--- src/rtl/scan_decoder.sv ---
// ============================================================================
//  Module   : scan_decoder
//  Brief    : Registered binary-to-one-hot decoder with enable, selectable
//             output polarity and an auto-scan mode that steps the active
//             output from index 0 up to a programmable last index, holding
//             each index for dwell+1 cycles.
//  Revision : 1.0  initial release
// ============================================================================
`default_nettype none

module scan_decoder #(
  parameter int SEL_W      = 3,
  parameter int DWELL_W    = 8,
  parameter int ACTIVE_LOW = 0
) (
  input  logic                  clk,
  input  logic                  rst,
  input  logic                  en_i,
  input  logic                  mode_i,
  input  logic [SEL_W-1:0]      sel_i,
  input  logic [SEL_W-1:0]      last_i,
  input  logic [DWELL_W-1:0]    dwell_i,
  output logic [(1<<SEL_W)-1:0] out_o,
  output logic [SEL_W-1:0]      idx_o,
  output logic                  wrap_o
);

  localparam int OUT_W = 1 << SEL_W;

  // Pattern driven when no output is active; XOR mask for active-low builds.
  localparam logic [OUT_W-1:0] C_INACTIVE = (ACTIVE_LOW != 0) ? {OUT_W{1'b1}} : {OUT_W{1'b0}};

  localparam logic [1:0] S_IDLE   = 2'd0;
  localparam logic [1:0] S_DIRECT = 2'd1;
  localparam logic [1:0] S_SCAN   = 2'd2;

  logic [1:0]         state_q, state_d;
  logic [DWELL_W-1:0] cnt_q,   cnt_d;
  logic [SEL_W-1:0]   idx_q,   idx_d;
  logic               wrap_q,  wrap_d;
  logic [OUT_W-1:0]   out_q,   out_d;
  logic               active_d;

  // Next-state logic: state follows en/mode every edge; scan stepping with
  // dwell hold and explicit compare against last for the wrap decision.
  always_comb begin
    state_d  = S_IDLE;
    cnt_d    = '0;
    idx_d    = idx_q;
    wrap_d   = 1'b0;
    active_d = 1'b0;

    if (!en_i) begin
      state_d = S_IDLE;
    end else if (!mode_i) begin
      state_d  = S_DIRECT;
      idx_d    = sel_i;
      active_d = 1'b1;
    end else begin
      state_d  = S_SCAN;
      active_d = 1'b1;
      if (state_q != S_SCAN) begin
        // Entering scan always restarts at index 0 with a fresh dwell count.
        idx_d = '0;
      end else if (cnt_q < dwell_i) begin
        cnt_d = cnt_q + DWELL_W'(1);
      end else if (idx_q >= last_i) begin
        // ">=" also catches last being lowered below the running index.
        idx_d  = '0;
        wrap_d = 1'b1;
      end else begin
        idx_d = idx_q + SEL_W'(1);
      end
    end

    out_d = active_d ? ((OUT_W'(1) << idx_d) ^ C_INACTIVE) : C_INACTIVE;
  end

  // State and output registers; reset values appear without a clock edge.
  always_ff @(posedge clk or posedge rst) begin
    if (rst) begin
      state_q <= S_IDLE;
      cnt_q   <= '0;
      idx_q   <= '0;
      wrap_q  <= 1'b0;
      out_q   <= C_INACTIVE;
    end else begin
      state_q <= state_d;
      cnt_q   <= cnt_d;
      idx_q   <= idx_d;
      wrap_q  <= wrap_d;
      out_q   <= out_d;
    end
  end

  assign out_o  = out_q;
  assign idx_o  = idx_q;
  assign wrap_o = wrap_q;

endmodule

`default_nettype wire

--- config.mk ---
export PLATFORM = sky130hd
export DESIGN_NAME = scan_decoder
export DESIGN_NICKNAME = d
export VERILOG_FILES = /design/src/rtl/scan_decoder.sv
export SDC_FILE = /design/constraint.sdc
export NUM_CORES = 1
export LEC_CHECK = 0
export ABC_AREA = 0
export BUFFER_PORTS_ARGS = -buffer_cell sky130_fd_sc_hd__buf_2
export CORE_ASPECT_RATIO = 0.6
export CORE_MARGIN = 1.5
export CORE_UTILIZATION = 42
export CTS_CLUSTER_DIAMETER = 150
export DETAILED_ROUTE_END_ITERATION = 8
export PLACE_DENSITY = 0.65
export SYNTH_ARGS = -nofsm -noshare
export SYNTH_HDL_FRONTEND = slang
export SYNTH_SLANG_ARGS = --single-unit
--- constraint.sdc ---
create_clock -name clk -period 2.82 [get_ports clk]
set_input_delay 0.141 -clock clk [delete_from_list [all_inputs] [get_ports clk]]
set_output_delay 0.141 -clock clk [all_outputs]
set_load 0.01 [all_outputs]
==> results.txt, run 1 <==
The number of iterations in the first detailed-routing pass was 4; the routed length per placed instance was 14.05 µm. Yosys mapped the design onto 32 distinct sky130hd cell types. The die outline height is 44.88 µm. Across the routed clock network, the largest skew measured is 0.007861 ns. The die is 72.79 µm wide. Leaving out fill and tap cells, the most frequent cells in the layout are buf_2 (29), dfrtp_1 (22), nor2_1 (15). The total inserted antenna cells is 0.

The data required time of the worst path is 2.98 ns, and the total global-route track usage is 18.20%. Data on the critical path arrives at its endpoint at 2.63 ns. Grouping stages by cell kind, the critical path spends the most delay in compound AO/OA/AOI/OAI gates. Number of synthesized flops with an enable pin: 0. After technology mapping, the gate count stands at 123. The core region is 0.002628 mm². In this run the post-CTS setup repair buffer count came out at 0. The leakage power came out at 0.7990 nW. The number of slew-limit violations in the final report was 0; the filler cell count was 240.

The most used flip-flop cell after synthesis is dfrtp_1. The detailed-route DRC error count is 0, and the number of setup violations in the final report is 0. At the end of the flow the core is filled with cells to 56.48%. The share of the yosys chip area belonging to registers was 44.85%. The startpoint-to-endpoint class of the critical path was register to register. For the post-cts sizing count, the log shows 0. The flow ran to the end, and the final reports show no timing, DRC or antenna violations.

Global-route wire length before repair: 4.395 mm. The worst hold path belongs to the class primary input to asynchronous set/reset pin. The number of routed nets with antenna violations came out at 0. Entering global routing, the biggest net connects 23 pins.

The tools report the final hold violation count as 0. For this block, the initial DRC count from the detailed router was 52. On the worst path, the slowest cell contributes a delay of 0.43 ns. Clock-pin slew was measured on the worst setup and hold paths at 0.09 ns.

The worst hold margin came out at 0.03066 ns. The longest clock path from root to sink contains 2 buffers. TritonCTS built the clock tree. Setup repair after global routing left no endpoint under its margin. The post-synthesis area per instance works out to 9.979 µm². The tools report the detailed-placement wirelength estimate as 2.042 mm. The global-route congestion overflow total was 0; the count of vias placed by the detailed router was 981. The layout-stage area growth over the synthesis result is 20.90%, and the setup slack after layout is 0.3503 ns. The highest-delay cell along the critical path is dfrtp_1.

Buffers inserted to repair hold after CTS numbered 0. For the final routed database, the setup TNS stands at 0 ns. At the later pin of the worst-skew pair, clock insertion delay measures 0.27 ns.

The final clock period utilization by the worst path works out to 87.58%. The worst-case IR drop observed on VDD is 0.3548 mV. The number of global-route vias before repair was 976; the wire length after detailed routing was 2.642 mm.

For the number of antenna violations at the first check in global routing, the log shows 0. After synthesis the cells add up to 0.001227 mm². Row generation in the floorplan step produced 14 rows.

The cell type contributing the most total cell area after synthesis was dfrtp_1. Static timing analysis puts the maximum clock frequency at 404.9 MHz. The highest fanout seen on the critical path is 7.

The total power consumption of the routed design was 0.0007266 W; the number of I/O pins was 30. The Yosys step of the flow raised 0 warnings. Headroom to the max-slew limit came out at 43.66%. The share of final-layout standard cells stronger than drive strength 1 is 26.28%, and the time the final worst path needs with I/O delays and setup is 2.470 ns.

Critical path launch point type: a register. The library cell used most frequently in the layout, excluding fill and tap cells, is buf_2. Total CTS buffers: 3.

The initial cell density of the core came out at 46.71%. Counting flops with an async set or reset pin after synthesis yields a share of 100.0%. Traced cell by cell, the critical path runs through ha_1 > a211o_1 > a31oi_2 > o221a_4 > nor2_2 > a221oi_4 > inv_2 > nor3_1.

Routability-driven placement finished with a final weighted congestion of 0.8057. The tool flagged a number of max-cap violations equal to 0. Endpoint class of the critical path: a register.

The transition time at the pin with the least slew margin is 0.8442 ns, and the setup slack at placement is 0.4297 ns. Summed over its instances, the top area cell type makes up 44.85% of the synthesized netlist area. Sorting the synthesized cells by area gives the leading types as dfrtp_1 (45%), ha_1 (12%), nor2_1 (4.6%), inv_1 (4.0%), nor3_1 (3.7%). Clock tree synthesis selected as its root buffer the cell clkbuf_8. Dividing total power by cell area gives a power density of 489.7 mW/mm². Synthesis inferred 22 register bits. H-tree level count: 1. The sum of buffers and inverters on the critical path is 1. Across all register-to-register paths, the minimum setup slack is 0.35 ns.

Number of port buffers: 29. Post-synthesis net count: 153. The via density per instance is 5.218.

The die covers 0.003266 mm². The logs give 22 for the clock net sink count and 187 for the number of nets in the layout.
## cell families (layout without fill, tap and decap cells)
| family | Yosys count | count (layout) | synth area share, % |
|---|---|---|---|
| compound gates | 19 | 19 | 14.17 |
| simple gates | 49 | 49 | 19.37 |
| flops | 22 | 22 | 44.85 |
| fa+ha+maj | 12 | 12 | 12.23 |
| mux | 1 | 1 | 0.8155 |
| buf+inv | 14 | 47 | 4.281 |
| xor+xnor | 6 | 6 | 4.281 |
## cell usage after synthesis (2+ instances only)
library cell  instances
nand2_1               6
inv_1                13
nor2_1               15
and3_1                4
dfrtp_1              22
a211o_1               2
xor2_1                5
o21ai_1               2
a21oi_1               5
nor3_1                9
nand3_1               7
ha_1                 12
nor3b_1               2
## flip-flops by register name, summed over array words and instances (netlist names)
signal / count
state_q: 2
out_o: 8
wrap_o: 1
cnt_q: 8
idx_o: 3
## metrics by stage
stage | cell area, µm² | cells
2_1_floorplan | 1227 | 123
3_3_place_gp | 1413 | 184
3_5_place_dp | 1413 | 184
4_1_cts | 1484 | 188
5_1_grt | 1484 | 188
6_report | 1484 | 188
## power breakdown
group	internal, W	switching (W)
Sequential	0.000324	0.00000885
Clock	0.000190	0.000110
Combinational	0.0000367	0.0000566
## per-layer routing
metal	global-route usage (%)	wire [µm]	vias to the layer above
met5	0	0	-
li1	-	-	497
met2	27.89	1064	22
met3	5.580	131	0
met1	26.31	1446	462
met4	2.264	0	0
## final timing paths
check	startpoint	endpoint	cells after the start
setup reg to reg	cnt_q[2]$_DFF_PP0_	out_o[6]$_DFF_PP0_	8
hold reg to reg	cnt_q[0]$_DFF_PP0_	cnt_q[0]$_DFF_PP0_	1
hold / removal	rst	cnt_q[6]$_DFF_PP0_	2
min in group clk	mode_i	state_q[0]$_DFF_PP0_	2
setup / recovery	cnt_q[2]$_DFF_PP0_	out_o[6]$_DFF_PP0_	8
max in group asynchronous	rst	out_o[3]$_DFF_PP0_	2
## final cells by class
cell class / count / area, µm² / area share [%]
multi-input combinational: 87 / 624.3 / 42.07
tap: 32 / 40.04 / 2.698
inverter: 14 / 52.55 / 3.541
timing repair buffer: 29 / 145.1 / 9.781
clock inverter: 1 / 30.03 / 2.024
sequential: 22 / 550.5 / 37.10
clock buffer: 3 / 41.29 / 2.782
(Power assumes the default switching activity.)
==> inputs of run 2 (changes only) <==
--- a/config.mk
+++ b/config.mk
@@ -10,6 +10,7 @@
 export CORE_ASPECT_RATIO = 0.6
 export CORE_MARGIN = 1.5
 export CORE_UTILIZATION = 42
+export CTS_BUF_LIST = sky130_fd_sc_hd__clkbuf_16
 export CTS_CLUSTER_DIAMETER = 150
 export DETAILED_ROUTE_END_ITERATION = 8
 export PLACE_DENSITY = 0.65
==> results.txt, run 2 (same netlist as run 1, synthesis figures left out) <==
The number of antenna violations at the first check in global routing was 0. Post-cts sizing count: 0. The worst-case clock buffer depth was 2; the die outline width was 72.79 µm. The run gives 0.8057 as the weighted congestion reported at the end of routability-driven placement. The transition time at the pin with the least slew margin works out to 0.8379 ns.

The post-route setup TNS is 0 ns, and the area of the core is 0.002628 mm². Setup repair after global routing left no endpoint under its margin. Multi-input combinational cell area: 624.3 µm². TritonCTS built the clock tree.

For the total of max-cap violations, the log shows 0. For the clock insertion delay at the later pin of the skew report, the log shows 0.25 ns. Derived from the worst setup path, the maximum achievable clock frequency is 409.4 MHz. The logs give 4.450 mm for the global-route wire length before repair and 23 for the largest net degree at the start of global routing. The number of DRC markers after the initial detailed-route iteration was 49. The run finished with clean final reports. The net count of the finished layout is 187. The data required time of the worst path is 2.97 ns, and the final clock period utilization by the worst path is 86.61%.

In the routed layout, each cell is associated on average with a via count of 5.218. Fill cells in the final layout number 231. Wires add up to 2.657 mm. The worst register-to-register path ends at out_o[6]$_DFF_PP0_. In this run, post-CTS hold repair placed 0 buffers. Routed length per placed instance: 14.13 µm. For this run, the number of standard cells in the final layout without fillers is 188. The worst-case IR drop observed on VDD is 0.3877 mV. Area used by sequential logic in the layout: 550.5 µm².

The number of port buffers is 29. The worst setup path is launched from a register. The worst setup path is captured at a register. For the total CTS buffers, the log shows 3.

The critical path in this run is classified as register to register. The die covers 0.003266 mm². Type of the tightest min-delay check: primary input to asynchronous set/reset pin.

In this run the power density over the cells is 545.1 mW/mm². Across all register-to-register paths, the minimum setup slack is 0.38 ns. After clock tree synthesis, the clock-pin slew on the worst setup and hold paths is 0.06 ns. After detailed routing, the number of remaining DRC violations is 0. The logs give 1 for the H-tree level count and 184 for the total instance count after detailed placement.

The highest fanout seen on the critical path was 7; the endpoint arrival time on the critical path was 2.59 ns. The share of final-layout standard cells stronger than drive strength 1 came out at 26.28%. For the number of slew-limit violations in the final report, the log shows 0.

The number of iterations in the first detailed-routing pass is 4. Across the routed clock network, the largest skew measured is 0.003733 ns. For the post-CTS setup-driven buffer insertion count, the log shows 0. Leaving out fill and tap cells, the most frequent cells in the layout are buf_2 (29), dfrtp_1 (22), nor2_1 (15). The startpoint identified for the worst register-to-register timing path is cnt_q[2]$_DFF_PP0_.

The total overflow left after global routing is 0. The detail route stage leaves a number of antenna-violating nets equal to 0. After legalization and detailed placement, the total HPWL measured 2.042 mm. The final hold violation count was 0; the placement row count was 14. The initial utilization of the core area, before any placement, comes to 46.71%.

Leaving out fill and tap cells, the most frequent cell in the layout is buf_2. Setup violations remaining at the end of the flow were counted as 0. Counting I/O delays and the setup requirement, the final critical path takes 2.442 ns. During I/O placement, the number of pins put on the boundary was 30. Counting cells, the worst reg-to-reg path comes to 8. The die outline height came out at 44.88 µm. The run gives 18.44% as the total global-route track usage. The number of global-route vias before repair is 988. Clock tree synthesis found a total of 22 sinks.

The number of antenna diodes in the final layout is 0. The cell sitting at the root of the clock tree is a clkbuf_16. The final route contains 981 vias. For the worst relative slew slack, the log shows 44.08%.

Compared with the post-synthesis result, the final layout area differs by 23.65%. The analysis attributes to cell leakage a power of 0.8144 nW.
-- run 2: cell counts in the layout (fill, tap and decap cells not counted) --
Identical to the previous run, type by type.
-- run 2: metal layers --
| metal | part of all wire [%] | up-vias | GRT usage, % | wire length, µm |
|---|---|---|---|---|
| li1 | - | 499 | - | - |
| met1 | 52 | 453 | 26.59 | 1378 |
| met2 | 41 | 29 | 28.44 | 1093 |
| met3 | 7.0 | 0 | 5.580 | 185 |
| met4 | 0 | 0 | 2.264 | 0 |
| met5 | 0 | - | 0 | 0 |
-- run 2: worst max-delay path by stage --
stage	start	slack (ns)	to
floorplan	cnt_q[2]$_DFF_PP0_	0.64	out_o[0]$_DFF_PP0_
global placement	cnt_q[2]$_DFF_PP0_	0.50	out_o[2]$_DFF_PP0_
detailed placement	cnt_q[2]$_DFF_PP0_	0.43	out_o[6]$_DFF_PP0_
CTS	cnt_q[2]$_DFF_PP0_	0.37	out_o[6]$_DFF_PP0_
global route	cnt_q[5]$_DFF_PP0_	0.23	out_o[6]$_DFF_PP0_
finish	cnt_q[2]$_DFF_PP0_	0.38	out_o[6]$_DFF_PP0_
-- run 2: worst max-delay path: stages (launching register included) --
cell and delay [ns]:
dfrtp_1 0.43, ha_1 0.32, a211o_1 0.30, a31oi_2 0.21, o221a_4 0.27, nor2_2 0.07, a221oi_4 0.38, inv_2 0.10
nor3_1 0.25
-- run 2: per-stage QoR --
step	cell area, µm²	power [W]	util, %	hold WS, ns	setup WS, ns
after floorplan	1227	0.0003961	-	0.1302	0.6443
after global placement	1413	0.0004290	53.76	0.3434	0.5009
after detailed placement	1413	0.0004315	53.76	0.3507	0.4297
after CTS	1518	0.0008303	57.76	0.08002	0.3736
after global routing	1518	0.0008587	57.76	0.08581	0.2286
final	1518	0.0008273	57.76	0.04641	0.3777
-- run 2: area by class of cell --
type                       instances  area share, %
clock inverter                     1          1.979
tap                               32          2.638
inverter                          14          3.462
multi-input combinational         87          41.14
clock buffer                       3          4.946
sequential                        22          36.27
timing repair buffer              29          9.563
-- run 2: where the power goes --
part	internal, W	switching, W
combinational	0.0000366	0.0000564
sequential	0.000325	0.00000883
clock	0.000282	0.000119
total	0.000643	0.000184
==> inputs of run 3 (changes only) <==
--- a/config.mk
+++ b/config.mk
@@ -9,11 +9,11 @@
 export BUFFER_PORTS_ARGS = -buffer_cell sky130_fd_sc_hd__buf_2
 export CORE_ASPECT_RATIO = 0.6
 export CORE_MARGIN = 1.5
-export CORE_UTILIZATION = 42
+export CORE_UTILIZATION = 40
 export CTS_BUF_LIST = sky130_fd_sc_hd__clkbuf_16
 export CTS_CLUSTER_DIAMETER = 150
 export DETAILED_ROUTE_END_ITERATION = 8
-export PLACE_DENSITY = 0.65
+export PLACE_DENSITY = 0.63
 export SYNTH_ARGS = -nofsm -noshare
 export SYNTH_HDL_FRONTEND = slang
 export SYNTH_SLANG_ARGS = --single-unit
==> results.txt, run 3 (same netlist as run 1, synthesis figures left out) <==
The run finished with clean final reports. The highest ir drop seen on vdd is 0.2532 mV, and the non-filler instance count after layout is 198. The die outline height came out at 45.91 µm.

Setup violations remaining at the end of the flow were counted as 0. From synthesis to final layout, the design area changed by 24.67%. Setup total negative slack on the finished layout was measured at 0 ns.

Setup repair after global routing left no endpoint under its margin. For met1 alone, demand over resource in global routing was 26.19%. For the pin with the worst max-slew slack, the measured transition is 0.8514 ns.

The logs give 0.001206 ns for the final setup skew and 278 for the filler cell count. The core region is 0.002890 mm². The die is 74.52 µm wide. After detailed placement, the total cell area comes to 0.001425 mm². The H-tree level count is 1, and the data required time of the worst path is 2.98 ns. The most common library cell in the layout ignoring fill and taps was buf_2. For this run, global-route usage on met3 was measured as 3.761%. The peak clock frequency supported by timing came out at 419.6 MHz. The via density per instance is 5.010. The time the final worst path needs with I/O delays and setup was 2.383 ns; the total global-route track usage was 17.28%. The total of max-cap violations is 0, and the clock insertion delay at the later pin of the skew report is 0.25 ns.

The run gives 0.001530 mm² as the final instance area. The worst register-to-register path begins at cnt_q[2]$_DFF_PP0_. At the end of routability-driven placement, the weighted congestion stood at 0.8258. Busiest layer in global routing: met1. Summed over all cells, the static leakage comes to 0.8144 nW. The routed length per placed instance came out at 13.40 µm. In this run, flip-flops and latches consume 40.7% of the power.

The type of the tightest min-delay check is primary input to asynchronous set/reset pin. STA classifies the critical path startpoint as a register. The tools report the number of antenna violations at the first check in global routing as 0. In this run the worst setup path terminates at out_o[4]$_DFF_PP0_.

Entering global routing, the biggest net connects 23 pins. The number of slew-limit violations in the final report came out at 0. The HPWL after detailed placement is 2.108 mm. Combinational logic is responsible for 11.5% of the overall power. The detailed router finished its first iteration with 67 violations. The die area came out at 0.003421 mm². After the last flow step, the layout net total stands at 187. The logs give 0 for the post-cts sizing count and 0.44 ns for the setup slack of the worst register-to-register path. For the total inserted antenna cells, the log shows 0. The run gives 941 as the number of global-route vias before repair. TritonCTS built the clock tree.

For this configuration, the core starts out at a cell density of 42.47%. The number of I/O pins is 30. In the final layout, the share of cells above drive strength 1 is 26.28%.

In this run the critical register-to-register path is captured at out_o[4]$_DFF_PP0_. Leaving out fill and tap cells, the most frequent cells in the layout are buf_2 (29), dfrtp_1 (22), nor2_1 (15). The startpoint-to-endpoint class of the critical path is register to register.

The worst register-to-register path has a depth of 8. The global routing usage on met2 came out at 25.89%. Power comes to 0.0008221 W.

The area used by sequential logic in the layout is 550.5 µm². After detailed routing, the total wire length is 2.653 mm. Of the available clock period, the critical path in the final layout requires 84.50%. Cell internal power was estimated by the tool at 0.0006437 W. The first detailed-routing pass ran for 4 iterations.

The count of vias placed by the detailed router is 992. Final hold violation count: 0. The first global-routing pass estimated 4.333 mm of wire.

The logs give 0 for the post-CTS setup-driven buffer insertion count and 15 for the placement row count. In this run the power density over the cells is 537.2 mW/mm². After detailed routing, the number of remaining DRC violations is 0. Clock tree synthesis inserted a total of 3 buffers. The total instance count after detailed placement was 194. The share of total power dissipated in the clock network is 47.8%. The global-route congestion overflow total was 0.

Clock-pin slew was measured on the worst setup and hold paths at 0.06 ns. In this run the worst setup path begins at cnt_q[2]$_DFF_PP0_. The logs give 0 for the post-cts hold buffer count and 43.18% for the worst relative slew slack. For this design the total switching power over the nets is 0.0001784 W.

Along the worst path, the maximum fanout reaches 7. Data on the critical path arrives at its endpoint at 2.55 ns. Number of routed nets with antenna violations: 0. The endpoint class of the critical path is a register.

Multi-input combinational cell area: 624.3 µm². The tree is rooted in a clkbuf_16. No sink is reached through more buffers than the 2 on the longest clock path.

The number of port buffers was 29. Net switching is 21.71% of the power. The tree built by TritonCTS fans out to 22 sinks.
[run 3: cell counts in the layout (fill, tap and decap cells not counted)]
Identical to the previous run, type by type.
[run 3: metrics by stage]
step                      utilization, %  setup WS (ns)  hold slack [ns]
after floorplan                        -         0.6443           0.1302
after global placement             49.31         0.5459           0.3456
after detailed placement           49.31         0.4547           0.3516
after CTS                          52.94         0.4336          0.07960
after global routing               52.94         0.3085          0.09588
final                              52.94         0.4370          0.05262
[run 3: worst min path at each step]
stage | cells after the start | slack [ns] | endpoint
2_1_floorplan | 1 | 0.13 | cnt_q[0]$_DFF_PP0_
3_3_place_gp | 2 | 0.35 | cnt_q[6]$_DFF_PP0_
3_5_place_dp | 2 | 0.35 | state_q[0]$_DFF_PP0_
4_1_cts | 2 | 0.08 | cnt_q[6]$_DFF_PP0_
5_1_grt | 2 | 0.1 | state_q[0]$_DFF_PP0_
6_report | 2 | 0.05 | out_o[2]$_DFF_PP0_
[run 3: critical path: stages (launching register included)]
cell and delay [ns]:
dfrtp_1 0.43, ha_1 0.32, a211o_1 0.31, a31oi_2 0.21, o221a_4 0.27, nor2_2 0.06, a221oi_4 0.38, inv_2 0.10
nor3_1 0.21
[run 3: layer usage]
metal  up-vias  wire [µm]
met5         -          0
met4         0          0
met3         0        145
met2        27       1091
met1       472       1416
li1        493          -
[run 3: final cells by class]
class	count	share of cell area, %
clock buffers	3	4.906
clock inverters	1	1.962
inverters	14	3.434
multi-input cells	87	40.80
flip-flops and latches	22	35.98
well taps	42	3.434
repair buffers	29	9.485
[run 3: power by group through the flow]
stage,sequential [W],clock (W),combinational (W)
after floorplan,0.000342,0,0.0000546
after global placement,0.000340,0,0.0000905
after detailed placement,0.000340,0,0.0000943
after CTS,0.000335,0.000407,0.0000949
after global routing,0.000336,0.000420,0.000106
final,0.000335,0.000393,0.0000944
